**config.mk**
```make
export PLATFORM = sky130hd
export DESIGN_NAME = uart_cmd_ctrl_flat
export DESIGN_NICKNAME = d
export VERILOG_FILES = /design/src/rtl/uart_cmd_ctrl_if.sv /design/src/rtl/uart_cmd_ctrl.sv /design/src/flat_wrapper.sv
export SDC_FILE = /design/constraint.sdc
export NUM_CORES = 1
export LEC_CHECK = 0
export ABC_CLOCK_PERIOD_IN_PS = 2900
export BUFFER_PORTS_ARGS = -buffer_cell sky130_fd_sc_hd__buf_2
export CORE_MARGIN = 1.5
export CORE_UTILIZATION = 52
export DETAILED_ROUTE_END_ITERATION = 7
export PLACE_DENSITY = 0.73
export REMOVE_ABC_BUFFERS = 1
export SETUP_SLACK_MARGIN = 0.02
export SLEW_MARGIN = 0
export SYNTH_ARGS = -nofsm -noshare
export SYNTH_HDL_FRONTEND = slang
export SYNTH_SLANG_ARGS = --single-unit
```
**constraint.sdc**
```tcl
create_clock -name clk -period 2.9 [get_ports clk]
set_input_delay 0.58 -clock clk [delete_from_list [all_inputs] [get_ports clk]]
set_output_delay 0.58 -clock clk [all_outputs]
set_load 0.02 [all_outputs]
```
**src/rtl/uart_cmd_ctrl_if.sv**
```systemverilog
// RX-FIFO read port and UART TX handshake used by the command controller.
// The controller plugs into the slave side; the FIFO/transmitter side is the master.
interface uart_cmd_ctrl_if #(
  parameter int DATA_WIDTH = 8
);
  logic [DATA_WIDTH-1:0] i_fifo_data;
  logic                  i_fifo_empty;
  logic                  o_fifo_rd;
  logic                  i_tx_busy;
  logic                  o_tx_start;
  logic [DATA_WIDTH-1:0] o_tx_data;

  modport master (
    output i_fifo_data, i_fifo_empty, i_tx_busy,
    input  o_fifo_rd, o_tx_start, o_tx_data
  );

  modport slave (
    input  i_fifo_data, i_fifo_empty, i_tx_busy,
    output o_fifo_rd, o_tx_start, o_tx_data
  );
endinterface

```
**src/rtl/uart_cmd_ctrl.sv**
```systemverilog
// Run/stop/clear counter controller driven by buttons and UART command bytes,
// with a single-slot echo path back to the UART transmitter.
module uart_cmd_ctrl #(
  parameter int DATA_WIDTH = 8,
  parameter int CNT_WIDTH  = 14,
  parameter int CNT_MAX    = 9999,
  parameter int TICK_DIV   = 1_000_000
) (
  input  logic                 clk,
  input  logic                 reset,
  uart_cmd_ctrl_if.slave       bus,
  input  logic                 btn_run,
  input  logic                 btn_clr,
  input  logic                 btn_dir,
  output logic                 o_run_on,
  output logic                 o_clr_on,
  output logic                 o_dir,
  output logic [CNT_WIDTH-1:0] o_count,
  output logic                 o_echo_ovf
);

  localparam int PW = (TICK_DIV > 1) ? $clog2(TICK_DIV) : 1;
  localparam logic [PW-1:0]         PRESC_LAST = PW'(TICK_DIV - 1);
  localparam logic [CNT_WIDTH-1:0]  CNT_TOP    = CNT_WIDTH'(CNT_MAX);
  localparam logic [DATA_WIDTH-1:0] CH_RU = DATA_WIDTH'(8'h52);
  localparam logic [DATA_WIDTH-1:0] CH_RL = DATA_WIDTH'(8'h72);
  localparam logic [DATA_WIDTH-1:0] CH_CU = DATA_WIDTH'(8'h43);
  localparam logic [DATA_WIDTH-1:0] CH_CL = DATA_WIDTH'(8'h63);
  localparam logic [DATA_WIDTH-1:0] CH_DU = DATA_WIDTH'(8'h44);
  localparam logic [DATA_WIDTH-1:0] CH_DL = DATA_WIDTH'(8'h64);

  typedef enum logic [1:0] {STOP, RUN, CLEAR} state_e;
  typedef enum logic       {RD_IDLE, RD_WAIT} rd_e;

  state_e                state_q, state_d;
  rd_e                   rd_q, rd_d;
  logic                  fifo_rd_q, fifo_rd_d;
  logic [PW-1:0]         presc_q, presc_d;
  logic [CNT_WIDTH-1:0]  cnt_q, cnt_d;
  logic                  dir_q, dir_d;
  logic                  tx_start_q, tx_start_d;
  logic [DATA_WIDTH-1:0] tx_data_q, tx_data_d;
  logic                  pend_vld_q, pend_vld_d;
  logic [DATA_WIDTH-1:0] pend_q, pend_d;
  logic                  ovf_q, ovf_d;

  logic [DATA_WIDTH-1:0] rx_byte;
  logic is_run, is_clr, is_dir, is_cmd;
  logic run_ev, clr_ev, dir_ev, tick, tx_busy;

  // The pop strobe is registered: the byte is decoded during the strobe cycle
  // (still at the FIFO head) and the following cycle lets the empty flag settle.
  always_comb begin
    rx_byte = bus.i_fifo_data;
    is_run  = fifo_rd_q && (rx_byte == CH_RU || rx_byte == CH_RL);
    is_clr  = fifo_rd_q && (rx_byte == CH_CU || rx_byte == CH_CL);
    is_dir  = fifo_rd_q && (rx_byte == CH_DU || rx_byte == CH_DL);
    is_cmd  = is_run || is_clr || is_dir;
    run_ev  = btn_run || is_run;
    clr_ev  = (btn_clr || is_clr) && !run_ev;
    dir_ev  = btn_dir || is_dir;
    tick    = (state_q == RUN) && (presc_q == PRESC_LAST);
    // A strobe already on the wire counts as busy: the transmitter only sees it next cycle.
    tx_busy = bus.i_tx_busy || tx_start_q;
  end

  always_comb begin
    rd_d      = rd_q;
    fifo_rd_d = 1'b0;
    if (rd_q == RD_IDLE) begin
      if (!bus.i_fifo_empty) begin
        fifo_rd_d = 1'b1;
        rd_d      = RD_WAIT;
      end
    end else begin
      rd_d = RD_IDLE;
    end

    state_d = state_q;
    case (state_q)
      STOP:    if (run_ev) state_d = RUN; else if (clr_ev) state_d = CLEAR;
      RUN:     if (run_ev) state_d = STOP;
      default: state_d = STOP;
    endcase

    dir_d   = dir_q ^ dir_ev;
    presc_d = presc_q;
    cnt_d   = cnt_q;
    if (state_q == RUN) presc_d = tick ? '0 : presc_q + 1'b1;
    if (state_q == CLEAR) begin
      presc_d = '0;
      cnt_d   = '0;
    end else if (tick) begin
      if (dir_q) cnt_d = (cnt_q == '0) ? CNT_TOP : cnt_q - 1'b1;
      else       cnt_d = (cnt_q == CNT_TOP) ? '0 : cnt_q + 1'b1;
    end

    tx_start_d = 1'b0;
    tx_data_d  = tx_data_q;
    pend_vld_d = pend_vld_q;
    pend_d     = pend_q;
    ovf_d      = ovf_q;
    if (pend_vld_q && !tx_busy) begin
      tx_start_d = 1'b1;
      tx_data_d  = pend_q;
      pend_vld_d = 1'b0;
    end
    // A free transmitter drains the slot this cycle, so a new echo can take it.
    if (is_cmd) begin
      if (!tx_busy && !pend_vld_q) begin
        tx_start_d = 1'b1;
        tx_data_d  = rx_byte;
      end else if (!pend_vld_q || !tx_busy) begin
        pend_vld_d = 1'b1;
        pend_d     = rx_byte;
      end else begin
        ovf_d = 1'b1;
      end
    end
  end

  always_ff @(posedge clk or negedge reset) begin
    if (!reset) begin
      state_q    <= STOP;
      rd_q       <= RD_IDLE;
      fifo_rd_q  <= 1'b0;
      presc_q    <= '0;
      cnt_q      <= '0;
      dir_q      <= 1'b0;
      tx_start_q <= 1'b0;
      tx_data_q  <= '0;
      pend_vld_q <= 1'b0;
      pend_q     <= '0;
      ovf_q      <= 1'b0;
    end else begin
      state_q    <= state_d;
      rd_q       <= rd_d;
      fifo_rd_q  <= fifo_rd_d;
      presc_q    <= presc_d;
      cnt_q      <= cnt_d;
      dir_q      <= dir_d;
      tx_start_q <= tx_start_d;
      tx_data_q  <= tx_data_d;
      pend_vld_q <= pend_vld_d;
      pend_q     <= pend_d;
      ovf_q      <= ovf_d;
    end
  end

  assign o_run_on       = (state_q == RUN);
  assign o_clr_on       = (state_q == CLEAR);
  assign o_dir          = dir_q;
  assign o_count        = cnt_q;
  assign o_echo_ovf     = ovf_q;
  assign bus.o_fifo_rd  = fifo_rd_q;
  assign bus.o_tx_start = tx_start_q;
  assign bus.o_tx_data  = tx_data_q;

endmodule

```
**src/flat_wrapper.sv**
```systemverilog
// flat-port wrapper written by rule: the top's interface ports become plain ports
module uart_cmd_ctrl_flat 
#(
  parameter int DATA_WIDTH = 8,
  parameter int CNT_WIDTH  = 14,
  parameter int CNT_MAX    = 9999,
  parameter int TICK_DIV   = 1_000_000
)
  (clk, reset, btn_run, btn_clr, btn_dir, o_run_on, o_clr_on, o_dir, o_count, o_echo_ovf, bus_i_fifo_data, bus_i_fifo_empty, bus_i_tx_busy, bus_o_fifo_rd, bus_o_tx_start, bus_o_tx_data);
  uart_cmd_ctrl_if #(.DATA_WIDTH(DATA_WIDTH)) bus_i ();
  input  logic clk;
  input  logic reset;
  input  logic btn_run;
  input  logic btn_clr;
  input  logic btn_dir;
  output logic o_run_on;
  output logic o_clr_on;
  output logic o_dir;
  output logic [CNT_WIDTH-1:0] o_count;
  output logic o_echo_ovf;
  input wire logic [$bits(bus_i.i_fifo_data)-1:0] bus_i_fifo_data;
  input wire logic [$bits(bus_i.i_fifo_empty)-1:0] bus_i_fifo_empty;
  input wire logic [$bits(bus_i.i_tx_busy)-1:0] bus_i_tx_busy;
  output wire logic [$bits(bus_i.o_fifo_rd)-1:0] bus_o_fifo_rd;
  output wire logic [$bits(bus_i.o_tx_start)-1:0] bus_o_tx_start;
  output wire logic [$bits(bus_i.o_tx_data)-1:0] bus_o_tx_data;
  assign bus_i.i_fifo_data = bus_i_fifo_data;
  assign bus_i.i_fifo_empty = bus_i_fifo_empty;
  assign bus_i.i_tx_busy = bus_i_tx_busy;
  assign bus_o_fifo_rd = bus_i.o_fifo_rd;
  assign bus_o_tx_start = bus_i.o_tx_start;
  assign bus_o_tx_data = bus_i.o_tx_data;
  uart_cmd_ctrl #(.DATA_WIDTH(DATA_WIDTH), .CNT_WIDTH(CNT_WIDTH), .CNT_MAX(CNT_MAX), .TICK_DIV(TICK_DIV)) u_core (.clk(clk), .reset(reset), .bus(bus_i), .btn_run(btn_run), .btn_clr(btn_clr), .btn_dir(btn_dir), .o_run_on(o_run_on), .o_clr_on(o_clr_on), .o_dir(o_dir), .o_count(o_count), .o_echo_ovf(o_echo_ovf));
endmodule
```
==> results.md, run 1 <==
- Buffers added to address setup during post-CTS repair amount to 0.
- The worst slack at placement is roughly 530 ps.
- The pin count of the biggest net entering global routing is 28.
- Summed over all nets, the half-perimeter wirelength after detailed placement is between 5000 and 6000 um.
- At the worst endpoint, the required time is 3120 ps.
- TritonCTS built the clock tree.
- The vertical die dimension is 84.7 um.
- The die covers 7180 um2.
- The setup TNS is 0 ps.
- The per-cell routed wire length is 16.1 um.
- The share of the yosys chip area belonging to registers is 41.1%.
- The detailed-routing iteration count for the pre-antenna-repair pass is 4.
- Subtracting the final worst setup slack from the clock period gives between 2000 and 2500 ps.
- Clock tree synthesis found a total of 57 sinks.
- The number of diodes added for antenna fixing is 0.
- The worst flop-to-flop path endpoint is u_core.o_count[7].
- The total of flip-flops plus latches after synthesis is 57.
- The worst setup path category is reg2reg.
- The initial utilization of the core area, before any placement, comes to a little over half.
- At the worst endpoint, the arrival time is approximately 2500 ps.
- VDD sags by at most 417 uV.
- The die width is between 80 and 90 um.
- Across the routed clock network, the largest skew measured is ~8.1 ps.
- The detailed-route wire length is ~8000 um.
- The post-synthesis to final-layout area growth is 13.3%.
- The total of endpoints with negative setup slack in the final report is 0.
- The tree is rooted in a sky130_fd_sc_hd__clkbuf_8.
- The first global-routing pass estimated approximately 14000 um of wire.
- The region available for standard cell placement spans between 6000 and 7000 um2.
- After the first detailed-routing iteration, the DRC count stood at between 150 and 200.
- The number of buffers inserted by hold repair at cts is 0.
- The count of endpoints failing hold in the final timing report is 0.
- The classification of the worst-slack hold path is in2async.
- During synthesis, Yosys emitted a total of 0 warnings.
- The deepest level of the CTS H-tree is 3.
- The clock slew seen by the registers of the worst setup and hold paths is approximately 70 ps.
- The worst setup path is captured at a flip-flop.
- The share of final-layout standard cells stronger than drive strength 1 is between 10% and 20%.
- For this run, the post-layout net count is 438.
- In this run the static leakage power is 1.86 nW.
- The filler cell count is roughly 560.
- The top-level port count is 43.
- Summing over every cut layer, the via total after detailed routing is between 3000 and 4000.
- The count of instances resized after the clock tree is built is 0.
- The via count of the first global-routing pass was between 2000 and 3000.
- For this run, asynchronously set or reset flops after synthesis account for 100%.
- The number of clock buffers added by TritonCTS is 9.
- The smallest setup slack after layout is between 600 and 700 ps.
- Dividing the final minimum period by the clock period gives about 78%.
- After synthesis, the netlist uses between 60 and 70 different library cells.
- The total global routing overflow is 0.
- The number of synthesized flops with an enable pin is 0.
- The synthesized area per cell is around 9.4 um2.
- The flop-to-flop setup slack is about 630 ps.
- The final max-slew violation count is 0.
- The max-capacitance violation count is 0.
- The flow ran to the end, and the final reports show no timing, DRC or antenna violations.
- The launching point of the worst reg2reg path is u_core.o_count[0].
- Synthesis produced a netlist whose cell count is between 300 and 400.
- The startpoint type of the worst setup path is a flip-flop.
- The headroom to the max-slew limit is a little under half.
- The congestion estimate from routability-driven global placement came to 0.938.
- Clock latency on the worst-skew pair, taken at its later pin, is about 330 ps.
- The deepest clock path buffer count is 2.
- Setup repair after global routing left no endpoint under its margin.
- During placement, the flow inserted port buffers numbering 42.
- The most frequently used flop master after synthesis is sky130_fd_sc_hd__dfrtp_1.
- In the routed design, unresolved DRC markers number 0.
- In the routed layout, each cell is associated on average with a via count of ~6.1.
- The synthesized netlist occupies a cell area of 3470 um2.
- The measured slew at the worst slew-check pin is roughly 810 ps.
- The row count is 29.
- Along the worst path, the maximum fanout reaches 9.
- The number of antenna violations at the first check in global routing came to 0.
- The worst reg2reg path depth is 7.
- The power per unit of standard cell area is 591 nW/um2.
- The final antenna-violating net count is 0.
- The maximum clock frequency is between 400 and 500 MHz.
- The total routing usage reported by global routing is a little under a quarter.
-- layer usage --
metal	vias to the layer above	routed length, um	global-route usage [%]
li1	1449	-	-
met1	1452	3750	32.9
met2	95	3600	36.2
met3	17	444	5.90
met4	0	150	9.53
met5	-	0	0
-- layout by cell type, fill, tap and decap left out, types with 11 or more instances in the layout --
master,instances
sky130_fd_sc_hd__a21oi_1,17
sky130_fd_sc_hd__xor2_1,12
sky130_fd_sc_hd__buf_2,42
sky130_fd_sc_hd__nand2_1,26
sky130_fd_sc_hd__nand3_1,17
sky130_fd_sc_hd__nor4_1,15
sky130_fd_sc_hd__dfrtp_1,57
sky130_fd_sc_hd__nor2_1,33
sky130_fd_sc_hd__o21ai_0,14
sky130_fd_sc_hd__inv_1,14
sky130_fd_sc_hd__ha_1,11
-- where the power goes --
part / leakage [nW] / internal (mW) / switching [mW]
Combinational: 0.991 / 0.229 / 0.392
Clock: 0.0953 / 0.417 / 0.334
Sequential: 0.771 / 0.876 / 0.0794
-- flip-flops by register name, indices dropped and copies added, names as in the netlist --
signal	cells
u_core.o_echo_ovf	1
u_core.presc_q	20
u_core.o_dir	1
u_core.state_q	2
u_core.bus.o_tx_start	1
u_core.pend_q	8
u_core.bus.o_tx_data	8
u_core.pend_vld_q	1
u_core.o_count	14
u_core.rd_q	1
-- worst max-delay path, stage by stage (launching register included) --
cell,delay (ps)
sky130_fd_sc_hd__dfrtp_1,460
sky130_fd_sc_hd__inv_1,110
sky130_fd_sc_hd__ha_1,190
sky130_fd_sc_hd__nor3b_1,330
sky130_fd_sc_hd__a41oi_1,420
sky130_fd_sc_hd__o41a_1,240
sky130_fd_sc_hd__o211a_1,210
sky130_fd_sc_hd__a41o_1,190
-- cell type report --
type / instances / area, um2 / share of cell area [%]
Multi-Input combinational cell: 282 / 1910 / 48.5
Sequential cell: 57 / 1430 / 36.2
Timing Repair Buffer: 48 / 255 / 6.48
Clock buffer: 11 / 141 / 3.59
Tap cell: 77 / 96.3 / 2.45
Clock inverter: 5 / 55.1 / 1.40
Inverter: 14 / 52.6 / 1.33
-- logic make-up (layout without fill, tap and decap cells) --
family,after synthesis,count (layout),share of synthesized area (%)
compound gates,76,76,15.0
xor+xnor,22,22,5.55
fa+ha+maj,11,11,3.96
buf+inv,32,78,3.96
flops,57,57,41.1
mux,16,16,4.86
simple gates,157,157,25.6
-- Yosys cell counts (8+ instances only) --
master | n | share of area (%)
sky130_fd_sc_hd__ha_1 | 11 | 4.0
sky130_fd_sc_hd__dfrtp_1 | 57 | 41
sky130_fd_sc_hd__xor2_1 | 12 | 3.0
sky130_fd_sc_hd__mux2i_1 | 9 | 2.6
sky130_fd_sc_hd__o21ai_0 | 14 | 2.0
sky130_fd_sc_hd__clkbuf_1 | 14 | 1.5
sky130_fd_sc_hd__nand2_1 | 26 | 2.8
sky130_fd_sc_hd__nor2_1 | 33 | 3.6
sky130_fd_sc_hd__inv_1 | 14 | 1.5
sky130_fd_sc_hd__xnor2_1 | 10 | 2.5
sky130_fd_sc_hd__and3_1 | 8 | 1.4
sky130_fd_sc_hd__nand3_1 | 17 | 2.4
sky130_fd_sc_hd__nor4_1 | 15 | 2.7
sky130_fd_sc_hd__nand4_1 | 9 | 1.6
sky130_fd_sc_hd__a21oi_1 | 17 | 2.4
-- through the flow --
step           util (%)  cell area [um2]  hold slack, ps  std cells  total power [mW]
4_1_cts            61.7             3940             275        494              2.34
6_report           61.7             3940             254        494              2.33
3_3_place_gp       58.6             3740             429        478              1.58
5_1_grt            61.7             3940             305        494              2.46
3_5_place_dp       58.6             3740             442        478              1.59
2_1_floorplan         -             3390             284        353              1.38
-- worst max path at each step --
| stage | cells past startpoint | slack [ps] | endpoint | start |
|---|---|---|---|---|
| 3_5_place_dp | 5 | 530 | u_core.pend_q[2] | bus_i_fifo_data[2] |
| 3_3_place_gp | 5 | 590 | u_core.pend_q[2] | bus_i_fifo_data[2] |
| 5_1_grt | 7 | 400 | u_core.presc_q[18] | u_core.state_q[1] |
| 6_report | 7 | 630 | u_core.o_count[7] | u_core.o_count[0] |
| 2_1_floorplan | 7 | 740 | u_core.presc_q[10] | u_core.state_q[1] |
| 4_1_cts | 6 | 640 | u_core.o_count[6] | u_core.presc_q[0] |
Note: power is estimated with default switching activity, not from simulation.
==> run 2, diff against run 1 <==
ABC_CLOCK_PERIOD_IN_PS = 2000   (was 2900)
PLACE_DENSITY = 0.76   (was 0.73)
clock period = 2 ns   (was 2.9 ns; I/O delays follow)
==> results.md, run 2 (synthesis results as in run 1) <==
- The number of vias per cell is approximately 5.9.
- At the pin with the least slew margin, the transition time is between 600 and 700 ps.
- The row count is 29.
- The clock slew seen by the registers of the worst setup and hold paths is 70 ps.
- The TritonCTS clock tree is built.
- Across all register-to-register paths, the minimum setup slack is a little under 6 ps.
- The met2 usage in global routing is between 40 and 50%.
- In the final design database the tool counted 518 nets.
- The commonest non-fill, non-tap cell in the layout is sky130_fd_sc_hd__buf_4.
- The power per unit of standard cell area is roughly 740 nW/um2.
- The vertical die dimension is about 85 um.
- The cell leakage power is 2.29 nW.
- The launching point of the worst reg2reg path is u_core.presc_q[7].
- The finished layout holds ~570 standard cells, fillers aside.
- The die width is about 85 um.
- The startpoint identified for the worst hold timing path is bus_i_fifo_empty.
- The post-synthesis to final-layout area growth is 35.1%.
- The count of routing violations after the opening detailed-route iteration is between 200 and 250.
- Global routing used between 20 and 30% of the available tracks across all layers.
- In the layout the commonest cells are sky130_fd_sc_hd__buf_4 (81), sky130_fd_sc_hd__dfrtp_1 (56), sky130_fd_sc_hd__buf_2 (42).
- The detailed-route wire length is just under 10000 um.
- The worst hold path belongs to the class in2reg.
- The worst slack at placement is -123 ps.
- The detailed-routing iteration count for the pre-antenna-repair pass is 5.
- The design draws about 3.5 mW.
- Measured against its own limit, the worst slew margin works out to a little under three fifths.
- The total global routing overflow is 0.
- Cells with a size suffix above 1 make up ~38% of the layout.
- The final weighted congestion in routability-driven placement is 0.997.
- Fill cells in the final layout number around 460.
- For this run, design rule violations remaining after detail routing come to 0.
- The worst hold path terminates at u_core.rd_q.
- The most used routing layer in global routing is met2.
- Setup repair after global routing could not meet its margin everywhere.
- After layout, the worst path uses between 90 and 100% of the clock period.
- The final clock skew is approximately 8.8 ps.
- The per-cell routed wire length is roughly 17 um.
- The count of endpoints failing hold in the final timing report came to 0.
- The overall die area is about 7000 um2.
- The register with the most flip-flops in the layout has 20 of them.
- For this block, the via count after detailed routing is around 3400.
- STA classifies the critical path startpoint as a flip-flop.
- The worst hold path passes through 2 cells.
- The max-capacitance violation count is 0.
- In this run the tool buffered the top-level ports with 42 buffer cells.
- The detailed-placement wirelength estimate is 7150 um.
- The worst vdd rail ir drop is ~750 uV.
- The final core utilization is ~74%.
- The via count of the first global-routing pass is about 3400.
- The run finished with clean final reports.
- The required time at the endpoint of the critical path is ~2200 ps.
- Entering global routing, the biggest net connects 33 pins.
- The data arrival at the endpoint of the critical path is around 2200 ps.
- The number of antenna violations at the first check in global routing was 0.
- At the later pin of the worst-skew pair, clock insertion delay measures about 340 ps.
- More flip-flops sit in one register than any other, and that register is u_core.presc_q.
- The number of diodes added for antenna fixing is 0.
- The worst setup path startpoint is u_core.presc_q[7].
- The core region is 6390 um2.
- The number of CTS-inserted buffers is 9.
- The final antenna-violating net count is 0.
- The final max-slew violation count is 0.
- The initial utilization of the core area, before any placement, comes to between 50% and 60%.
- The total of endpoints with negative setup slack in the final report is 0.
- The number of placed instances, taps included, is approximately 550.
- The top-level port count is 43.
- The sink count of the clock tree is between 50 and 60.
- The worst setup path category is reg2reg.
- The clock passes through at most 2 buffers.
- The shortest period the worst path allows is between 1500 and 2000 ps.
- STA classifies the critical path endpoint as a flip-flop.
- The final hold slack is a little over 200 ps.
- The worst reg2reg path depth is 5.
- The worst flop-to-flop path endpoint is u_core.o_count[7].
- Timing would allow up to roughly 500 MHz.
- The routing usage on met1 is a little over a third.
- The first global-routing pass estimated roughly 16000 um of wire.
- In this run the worst path has a maximum fanout of 8.
- The deepest level of the CTS H-tree is 3.
- The smallest setup slack after layout is between 5 and 6 ps.
- The met3 global-route usage is 5.01%.
- The cell sitting at the root of the clock tree is a sky130_fd_sc_hd__clkbuf_8.
==> run 2: what timing repair did <==
action,CTS,global route
gates resized for setup,17,25
setup buffers,4,6
pin swaps,9,10
hold buffers,1,0
hold endpoints to repair,5,0
setup endpoints to repair,12,16
==> run 2: worst max-delay path: stages, from the launching register on <==
cell	delay (ps)
sky130_fd_sc_hd__dfrtp_1	380
sky130_fd_sc_hd__or4_4	550
sky130_fd_sc_hd__nor4_4	350
sky130_fd_sc_hd__nand2_4	160
sky130_fd_sc_hd__o211a_1	240
sky130_fd_sc_hd__a41o_1	200
==> run 2: how the worst max path moves through the flow <==
stage | cells after the start | to
floorplan | 7 | u_core.presc_q[10]
global placement | 7 | u_core.o_count[6]
detailed placement | 7 | u_core.o_count[6]
CTS | 5 | u_core.o_count[7]
global route | 5 | u_core.o_count[7]
finish | 5 | u_core.o_count[7]
==> run 2: per-stage QoR <==
step	instance area (um2)	TNS, ps
after global placement	4270	-346
after detailed placement	4270	-588
final	4690	0
after global routing	4690	-883
after CTS	4550	-2.43
after floorplan	3390	-2620
==> run 2: final cells by class <==
type	instances	area [um2]	area share, %
clock buffer	10	128	2.72
clock inverter	6	35.0	0.746
inverter	14	52.6	1.12
multi-input combinational	282	2070	44.2
sequential	57	1430	30.4
tap	77	96.3	2.05
timing repair buffer	128	882	18.8
==> run 2: layer usage <==
| metal | routed length, um | vias to the layer above |
|---|---|---|
| met4 | 243 | 0 |
| met5 | 0 | - |
| met1 | 4080 | 1625 |
| li1 | - | 1616 |
| met2 | 4760 | 141 |
| met3 | 644 | 22 |
==> run 2: report_power, final <==
group          internal (mW)  switching [mW]  leakage (nW)
clock                  0.439           0.468        0.0818
sequential              1.27           0.103         0.769
combinational          0.514           0.682          1.44
total                   2.22            1.25          2.29
